File: config.mk
export PLATFORM = sky130hd
export DESIGN_NAME = pass_detector
export DESIGN_NICKNAME = d
export VERILOG_FILES = /design/src/rtl/pass_detector.sv
export SDC_FILE = /design/constraint.sdc
export NUM_CORES = 1
export LEC_CHECK = 0
export ABC_AREA = 1
export ABC_CLOCK_PERIOD_IN_PS = 5700
export CORE_UTILIZATION = 55
export DETAILED_ROUTE_END_ITERATION = 12
export PLACE_DENSITY = 0.93
export SLEW_MARGIN = 25
export SYNTH_ARGS = -nofsm -noshare
export SYNTH_HDL_FRONTEND = slang
export SYNTH_SLANG_ARGS = --single-unit
File: constraint.sdc
create_clock -name clock -period 5.7 [get_ports clock]
set_input_delay 1.14 -clock clock [delete_from_list [all_inputs] [get_ports clock]]
set_output_delay 1.14 -clock clock [all_outputs]
set_load 0.03 [all_outputs]
File: src/rtl/pass_detector.sv
// Game-rule stage for the score counter. Each tick it checks the bird against the pipe in its column.
// Each cleared pipe holds win high for exactly WIN_HOLD clocks, and clears that overlap a window are queued.
module pass_detector #(
  parameter int ROWS     = 8,
  parameter int WIN_HOLD = 1024,
  parameter int PEND_MAX = 7
) (
  input  logic            clock,
  input  logic            reset,
  input  logic            start,
  input  logic            tick,
  input  logic [ROWS-1:0] bird_row,
  input  logic [ROWS-1:0] pipe_col,
  output logic            win,
  output logic            die,
  output logic            playing
);

  localparam int HW = $clog2(WIN_HOLD + 1);
  localparam int PW = $clog2(PEND_MAX + 1);
  localparam logic [HW-1:0] HOLD_LOAD = HW'(WIN_HOLD);
  localparam logic [PW-1:0] PEND_FULL = PW'(PEND_MAX);

  typedef enum logic [1:0] {
    IDLE,
    PLAY,
    DEAD
  } state_t;

  state_t        state;
  logic          start_q;
  logic          in_pipe;
  logic [PW-1:0] pend;
  logic [HW-1:0] hold;

  logic start_rise;
  logic collide;
  logic pass;

  assign start_rise = start & ~start_q;
  assign collide    = (bird_row == '0) || ((bird_row & pipe_col) != '0);
  // A clear is the first pipe-free tick after the bird has been inside a gap.
  assign pass       = (state == PLAY) && tick && !collide && (pipe_col == '0) && in_pipe;

  // In IDLE and DEAD only start_rise matters. Ticks in those states are never evaluated.
  always_ff @(posedge clock or negedge reset) begin
    if (!reset) begin
      state   <= IDLE;
      start_q <= 1'b0;
      in_pipe <= 1'b0;
      pend    <= '0;
      hold    <= '0;
    end else begin
      start_q <= start;
      case (state)
        IDLE, DEAD: begin
          if (start_rise) begin
            state   <= PLAY;
            in_pipe <= 1'b0;
            pend    <= '0;
            hold    <= '0;
          end
        end
        PLAY: begin
          if (tick && collide) begin
            state <= DEAD;
            pend  <= '0;
            hold  <= '0;
          end else begin
            if (tick && (pipe_col != '0)) begin
              in_pipe <= 1'b1;
            end else if (pass) begin
              in_pipe <= 1'b0;
            end
            // When the last clock of a window is reached, a queued clear starts the next window with no gap.
            if (hold > HW'(1)) begin
              hold <= hold - HW'(1);
              if (pass && (pend != PEND_FULL)) begin
                pend <= pend + PW'(1);
              end
            end else if (pend != '0) begin
              hold <= HOLD_LOAD;
              if (!pass) begin
                pend <= pend - PW'(1);
              end
            end else if (pass) begin
              hold <= HOLD_LOAD;
            end else begin
              hold <= '0;
            end
          end
        end
        default: state <= IDLE;
      endcase
    end
  end

  assign win     = (hold != '0);
  assign die     = (state == DEAD);
  assign playing = (state == PLAY);

endmodule

-- Yosys cells after proc, flatten, opt, wreduce, memory -nomap -nowiden
Index checks and enable logic that the tools add are counted.
- word-level logic and storage cells: 65
- input bits: 20
- output and inout port bits: 3
- register bits after elaboration: 18
- reductions and logical operators: 22
- $add $sub $neg: 3
- eq/ne operators: 10
- $lt $le $gt $ge: 1
- bitwise operators: 3
- mux-type cells: 21
- operators with widths (kind ; count):
    11-bit two-way mux ; 5
    11-bit one-hot mux with 2 select lines ; 1
    3-bit two-way mux ; 6
    8-bit logical NOT ; 2
    8-bit nonzero test ; 2
    11-bit by 1-bit > comparator with 1-bit output, second input constant ; 1
    11-bit nonzero test ; 1
    11-bit by 1-bit subtractor with 11-bit output, second input constant ; 1
    8-bit AND ; 1
    1-bit logical AND ; 7
    3-bit one-hot mux with 2 select lines ; 1
    5-bit AND reduction ; 1
    1-bit two-way mux ; 4
    2-bit two-way mux ; 2
    2-bit inequality test, second input constant ; 2
    4-bit by 1-bit inequality test with 1-bit output, second input constant ; 1
    4-bit by 2-bit inequality test with 1-bit output, second input constant ; 1
    4-bit by 3-bit inequality test with 1-bit output, second input constant ; 1
    2-bit one-hot mux with 2 select lines ; 1
    2-bit AND reduction ; 2
    4-bit AND reduction ; 1
    3-bit by 1-bit adder with 3-bit output, second input constant ; 1
    3-bit by 1-bit inequality test with 1-bit output, second input constant ; 1
    3-bit inequality test, second input constant ; 1
    other kinds (13) ; 13

-- Depth between registers and ports, before layout
Gate-level depths: netlist of the first run.
- depth after elaboration: 12
- gate-level depth with buffers: 13

-- Worst setup path before layout of the first run
No wires, ideal clock.
- path kind: register to output
- start point: reg hold[5]
- end point: out win
- setup slack: 3.552 ns
- path buffers: 0
- data required time: 4.560 ns
- data arrival time: 1.008 ns
- stages on the path, launching flop included: 5
- cell sequence: dfrtp_1 -> nor2_2 -> nand2_2 -> nor3_1 -> nand3_1
- word-level cells in the longest chain between the ends: 1
- RTL lines (what ; RTL line ; source):
    from (decl) ; 34 ; logic [HW-1:0] hold;
    from (signal assigned) ; 77 ; hold <= hold - HW'(1);
    11-bit nonzero test ; 98 ; assign win = (hold != '0);
    to (decl) ; 14 ; output logic win,
No other way between the ends.

-- Worst setup path in the final report of the first run
Ends and elaborated chain as after synthesis.

==> run summary, run 1 <==
- cts hold-fix bufs: 0
- area enclosed by the die boundary: 2680 um2
- end point of the critical path: win
- worst r2r src: hold[1]$_DFFE_PN0P_
- most frequent cell after synthesis: sky130_fd_sc_hd__nand2_1
- ys flop type: sky130_fd_sc_hd__dfrtp_1
- P&R area growth vs syn: 20.4%
- fraction of power consumed by sequential logic: 0.285
- Die Span Y: 51.8 um
- cell breakdown of the critical path: nor2_2, nand2_2, nor3_1, nand3_1, clkdlybuf4s50_1
- Highest Clock Rate: 0.334 GHz
- category of the worst setup path launch point: flop
- endpoints failing setup: 0
- Max transition margin: 0.460
- count of warnings emitted by yosys: 0
- cell leakage power: 0.000770 uW
- number of nets in the finished design: 227
- start point of the critical path: hold[5]$_DFFE_PN0P_
- Final GP Congestion: 0.828
- cell area after synthesis: 1360 um2
- path type of the worst setup path: flop to primary output
- class of the most critical hold timing path: flop to flop
- number of levels in the clock H-tree: 1
- slew at the pin closest to its max-slew limit: 0.808 ns
- portion of total power attributed to the clock network: 0.087
- largest net degree at the start of global routing: 19
- min cycle time layout: 2.99 ns
- number of cells on the critical path: 5
- global routing met1 resource utilization: 0.221
- Slew Limit Fails: 0
- unrepaired setup endpoints after global routing: false
- count of buffering cells on the critical path with inverters included: 1
- slack of the worst reg-to-reg path: 3.60 ns
- count of maximum capacitance violations: 0
- Boundary Pins: 23
- internal power: 368 uW
- combinational share of power: 0.628
- crit end category: primary output
- instance area after placement: 1620 um2
- Final Hold Fails: 0
- status: finished clean
- number of enable-type register cells in the synthesized netlist: 0
- die boundary width: 51.8 um
- share of the cycle needed by the critical path after routing: 0.525
- via count of the first global-routing pass: 1292
- highest-utilization routing layer at the global route stage: met2
- post-synthesis async set-or-reset flop share: 1.00
- routed wire length: 2730 um
- FF-to-FF End: pend[2]$_DFFE_PN0P_
- final cell area excluding filler cells: 1640 um2
- Total Power: 732 uW
- worst reg-to-reg path cell count: 13
- number of nets in the synthesized netlist: 200
- Slowest-stage cell, CP: sky130_fd_sc_hd__clkdlybuf4s50_1
- share of final-layout standard cells stronger than drive strength 1: 0.204
- sequential fraction of the synthesis area: 0.331
- antenna violations before repair: 0
- number of iterations in the first detailed-routing pass: 4
- drt wl/cell: 11.9 um
- DPL Wire Length: 2270 um
- Sum Neg Setup Slack: 0 ns
- clock insertion delay at the later pin of the skew report: 0.30 ns
- average size of a mapped cell: 7.73 um2
- clock root buffer: sky130_fd_sc_hd__clkbuf_4
- Worst path max stage delay: 0.59 ns
- count of mapped cells out of synthesis: 176
- clock tree from TritonCTS: done
- register cell area after layout: 450 um2
- post-synthesis cell type count: 29
- peak fanout along the critical path: 4
- Final Util: 0.720
- number of flip-flops and latches in the synthesized netlist: 18
- I/O Buffers: 22
- row cnt: 17
- most used standard cells in the synthesized netlist: 42 x sky130_fd_sc_hd__nand2_1, 22 x sky130_fd_sc_hd__inv_1, 18 x sky130_fd_sc_hd__dfrtp_1, 17 x sky130_fd_sc_hd__nor2_1, 12 x sky130_fd_sc_hd__nor2_2
- global route overflow: 0
- Worst path top cell family by delay: buffers and inverters
- fillers: 178
- most area-consuming cells after synthesis: sky130_fd_sc_hd__dfrtp_1 33%, sky130_fd_sc_hd__nand2_1 12%, sky130_fd_sc_hd__xor2_1 6.4%, sky130_fd_sc_hd__inv_1 6.1%, sky130_fd_sc_hd__nor2_2 5.5%
- proportion of netlist area held by the largest area contributor: 0.331
- total inserted antenna cells: 0
- Clock transition at path regs: 0.10 ns
- initial cell density of the core: 0.598
- clock buffer count from CTS: 3
- Power Dens Cells: 447 nW/um2
- number of cells after detailed placement: 226
- setup clock skew after layout: 0.00546 ns
- first-pass GRT wire length: 4870 um
- switching power share of the total: 0.498
- setup repair bufs after CTS: 0
- count of placed standard cells in the final layout, fillers left out: 229
- CTS sink count: 18
- remaining routing DRC violations: 0
- met3 layer usage reported by global route: 0.0322
- worst voltage drop across the vdd grid: 0.298 mV
- Total GRT Usage: 0.247
- met2 routing resource usage after global routing: 0.524
- number of gates resized after CTS: 0
- top cell type by total area after synthesis: sky130_fd_sc_hd__dfrtp_1
- area used by multi-input combinational logic: 808 um2
- Antenna Nets Post-Route: 0
- vias per cell: 5.18
- Hold Path Stages: 2
- vias after detailed routing: 1187
- buffers from clock root to sink, at most: 2
- initial detailed-routing violation count: 12
- arrival time at the worst endpoint: 1.85 ns
- required time of the critical path: 4.56 ns
- switching power summed over all nets: 364 uW
- Placeable Area: 2280 um2
-- through the flow --
stage	setup WS (ns)	hold WS, ns
CTS	2.70	0.515
detailed placement	3.02	0.494
floorplan	3.55	0.459
global route	2.61	0.553
global placement	3.08	0.474
finish	2.71	0.515
-- per-layer routing --
| metal | part of all wire | vias up |
|---|---|---|
| met3 | 0.032 | 6 |
| met5 | 0 | - |
| met4 | 0.016 | 0 |
| met2 | 0.56 | 26 |
| li1 | - | 600 |
| met1 | 0.40 | 555 |
-- worst min-delay path by stage --
stage | startpoint | end | slack, ns
2_1_floorplan | in_pipe$_DFFE_PN0P_ | in_pipe$_DFFE_PN0P_ | 0.46
3_3_place_gp | in_pipe$_DFFE_PN0P_ | in_pipe$_DFFE_PN0P_ | 0.47
3_5_place_dp | in_pipe$_DFFE_PN0P_ | in_pipe$_DFFE_PN0P_ | 0.49
4_1_cts | in_pipe$_DFFE_PN0P_ | in_pipe$_DFFE_PN0P_ | 0.51
5_1_grt | in_pipe$_DFFE_PN0P_ | in_pipe$_DFFE_PN0P_ | 0.55
6_report | in_pipe$_DFFE_PN0P_ | in_pipe$_DFFE_PN0P_ | 0.51
-- flip-flops by register name (all words and copies together), names as in the netlist --
register and flops:
pend 3, in_pipe 1, start_q 1, state 2, hold 11
-- worst min-delay path, cell delays in order, from the launching register on --
cell and delay, ns:
sky130_fd_sc_hd__dfrtp_1 0.35, sky130_fd_sc_hd__nand2_1 0.06, sky130_fd_sc_hd__o21ai_1 0.07
-- power by group through the flow --
stage | clock network (uW) | registers, uW | logic (uW)
detailed placement | 0 | 211 | 459
finish | 64.0 | 209 | 459
global route | 69.7 | 214 | 509
floorplan | 0 | 200 | 359
global placement | 0 | 208 | 437
CTS | 64.4 | 209 | 463
-- layout make-up --
type	instances	share of cell area
sequential	18	0.275
multi-input combinational	132	0.493
timing repair buffer	22	0.134
tap	28	0.0214
inverter	26	0.0626
clock buffer	3	0.0137
-- cells in the final DEF (no fill, tap or decap), types with 2 or more instances in the layout --
cell type                         instances
sky130_fd_sc_hd__nor3_1                   3
sky130_fd_sc_hd__clkdlybuf4s50_1         22
sky130_fd_sc_hd__o22ai_1                  3
sky130_fd_sc_hd__clkbuf_4                 3
sky130_fd_sc_hd__nand2_2                 10
sky130_fd_sc_hd__nor2_2                  12
sky130_fd_sc_hd__o21ai_0                  3
sky130_fd_sc_hd__inv_1                   22
sky130_fd_sc_hd__nor2_1                  17
sky130_fd_sc_hd__nand2_1                 42
sky130_fd_sc_hd__nand3_4                  2
sky130_fd_sc_hd__nand3_1                  9
sky130_fd_sc_hd__ha_1                     3
sky130_fd_sc_hd__xor2_1                  10
sky130_fd_sc_hd__nand2_4                  4
sky130_fd_sc_hd__nor2_4                   3
sky130_fd_sc_hd__inv_4                    2
sky130_fd_sc_hd__dfrtp_1                 18
-- kinds of logic after synthesis --
family,share of synthesized area
XOR/XNOR,0.0708
flip-flops,0.331
AND/OR/NAND/NOR,0.408
AO/OA/AOI/OAI,0.0726
buffers and inverters,0.0754
adder cells (fa/ha/maj),0.0423
No activity file was read; power rests on OpenSTA's default activity.
==> run 2, diff against run 1 <==
Settings changed: ABC_CLOCK_PERIOD_IN_PS 5700 to 2500, CORE_UTILIZATION 55 to 47, PLACE_DENSITY 0.93 to 0.86.
Clock period 5.7 ns to 2.5 ns, I/O delays scaled along.
==> run 2 against run 1 <==
Against the previous run: core utilization fell by 12 points; first-iteration DRC count increased to 4.3 times the previous value; total power is 130% higher; critical path depth did not move; routed wire length down 10%; sequential power grew 120%; non-clock buffer count is the same; global-route usage is 5.4 points lower; sequential share of layout area decreased by 0.29 points; sequential cell count did not move; worst setup slack got worse by 2.5 ns; critical path type unchanged; combinational power increased by 120%.
==> run summary, run 2 (same netlist as run 1, synthesis figures left out) <==
- category of the worst setup path launch point: flop
- arrival time at the worst endpoint: 1.81 ns, -0.04 ns
- Clock transition at path regs: 0.11 ns, about the same
- max reg flops: 11, unchanged
- setup repair bufs after CTS: 0, unchanged
- Power Dens Cells: 1010 nW/um2, +130%
- slew at the pin closest to its max-slew limit: 0.788 ns, -0.0197 ns
- cell breakdown of the critical path: nor2_2, nand2_2, nor3_1, nand3_1, clkdlybuf4s50_1
- most common library cell in the layout ignoring fill and taps: sky130_fd_sc_hd__nand2_1
- leading cell types in the layout, fill and taps excluded: 42 x sky130_fd_sc_hd__nand2_1, 22 x sky130_fd_sc_hd__inv_1, 22 x sky130_fd_sc_hd__clkdlybuf4s50_1
- number of gates resized after CTS: 0, unchanged
- P&R area growth vs syn: 21.7%
- fraction of power consumed by sequential logic: 0.278, -0.007
- Antenna Nets Post-Route: 0, unchanged
- row cnt: 19, +2
- CTS sink count: 18, unchanged
- Final Hold Fails: 0, unchanged
- combinational share of power: 0.609, -0.019
- top flop regs: hold (11), pend (3), state (2)
- fillers: 239, +34%
- buffers from clock root to sink, at most: 2, unchanged
- number of nets in the finished design: 227, unchanged
- clock buffer count from CTS: 3, unchanged
- remaining routing DRC violations: 0, unchanged
- status: finished clean
- I/O Buffers: 22, unchanged
- Highest Clock Rate: 0.433 GHz
- largest net degree at the start of global routing: 19, unchanged
- Worst path max stage delay: 0.60 ns, about the same
- global route overflow: 0, unchanged
- Slowest-stage cell, CP: sky130_fd_sc_hd__clkdlybuf4s50_1
- class of the most critical hold timing path: flop to flop
- share of final-layout standard cells stronger than drive strength 1: 0.208, +0.00394
- initial cell density of the core: 0.494, -0.104
- initial detailed-routing violation count: 52, +40
- portion of total power attributed to the clock network: 0.112, +0.025
- drt wl/cell: 10.5 um, -12%
- routed wire length: 2440 um, -10%
- via count of the first global-routing pass: 1133, -12%
- number of iterations in the first detailed-routing pass: 5, +1
- clock root buffer: sky130_fd_sc_hd__clkbuf_4
- Slew Limit Fails: 0, unchanged
- area used by multi-input combinational logic: 808 um2, unchanged
- Most flops, register: hold
- slack of the worst reg-to-reg path: 0.44 ns, -3.16 ns
- share of the cycle needed by the critical path after routing: 0.923
- min cycle time layout: 2.31 ns
- clock insertion delay at the later pin of the skew report: 0.31 ns, about the same
- die boundary width: 55.8 um, +7.9%
- setup clock skew after layout: 0.00611 ns, +0.000647 ns
- register cell area after layout: 450 um2, unchanged
- unrepaired setup endpoints after global routing: false
- endpoints failing setup: 0, unchanged
- vias per cell: 4.78, -7.8%
- Max transition margin: 0.473, +0.0132
- Sum Neg Setup Slack: 0 ns, unchanged
- Final GP Congestion: 0.876, +5.7%
- path type of the worst setup path: flop to primary output
- cts hold-fix bufs: 0, unchanged
- peak fanout along the critical path: 4, unchanged
- crit end category: primary output
- Boundary Pins: 23, unchanged
- switching power share of the total: 0.480, -0.0172
- final cell area excluding filler cells: 1660 um2, +1.1%
- required time of the critical path: 2.00 ns, -2.56 ns
- cell leakage power: 0.000777 uW, +0.93%
- Final Util: 0.601, -0.119
- Placeable Area: 2760 um2, +21%
- antenna violations before repair: 0, unchanged
- clock tree from TritonCTS: done
- Total GRT Usage: 0.194, -0.0535
- switching power summed over all nets: 805 uW, +120%
- total inserted antenna cells: 0, unchanged
- Total Power: 1670 uW, +130%
- first-pass GRT wire length: 4730 um, -3.0%
- area enclosed by the die boundary: 3120 um2, +16%
- worst voltage drop across the vdd grid: 0.653 mV, +120%
- DPL Wire Length: 1990 um, -13%
- number of levels in the clock H-tree: 1, unchanged
- instance area after placement: 1620 um2, +0.23%
- count of maximum capacitance violations: 0, unchanged
- vias after detailed routing: 1113, -6.2%
- Die Span Y: 55.8 um, +7.9%
- internal power: 870 uW, +140%
## run 2: power groups by stage
stage                     sequential (uW)  clock [uW]  combinational [uW]
final                                 466         188                1020
after global routing                  479         205                1150
after CTS                             467         196                1030
after detailed placement              472           0                1030
after global placement                471           0                1010
after floorplan                       457           0                 817
## run 2: per-stage QoR
stage          hold WS (ns)  instances  worst slack, ns
2_1_floorplan         0.204        176            0.576
5_1_grt               0.532        233           0.0464
3_5_place_dp          0.490        229            0.430
3_3_place_gp          0.474        229            0.470
4_1_cts               0.516        233            0.166
6_report              0.510        233            0.192
## run 2: area by class of cell
type | count | area share
Tap cell | 31 | 0.0234
Inverter | 26 | 0.0619
Multi-Input combinational cell | 132 | 0.488
Sequential cell | 18 | 0.272
Timing Repair Buffer | 22 | 0.133
Clock buffer | 4 | 0.0219
## run 2: critical path: cells and delay by family (launching register included)
| family | cells | cell delay (ns) |
|---|---|---|
| flops | 1 | 0.44 |
| simple gates | 4 | 0.46 |
| buf+inv | 1 | 0.60 |
## run 2: path summary, 6_finish.rpt
check / startpoint / endpoint / cells past startpoint
min in group asynchronous: reset / start_q$_DFF_PN0_ / 1
max in group asynchronous: reset / hold[2]$_DFFE_PN0P_ / 1
setup reg to reg: hold[1]$_DFFE_PN0P_ / pend[2]$_DFFE_PN0P_ / 13
setup / recovery: hold[5]$_DFFE_PN0P_ / win / 5
hold reg to reg: in_pipe$_DFFE_PN0P_ / in_pipe$_DFFE_PN0P_ / 2
hold / removal: in_pipe$_DFFE_PN0P_ / in_pipe$_DFFE_PN0P_ / 2
## run 2: metal layers
metal  global-route usage  vias to the layer above  part of all wire
met1                0.250                      489              0.47
met5                    0                        -                 0
met4                0.115                        0             0.027
met2                0.308                       16              0.47
li1                     -                      603                 -
met3               0.0279                        5             0.031
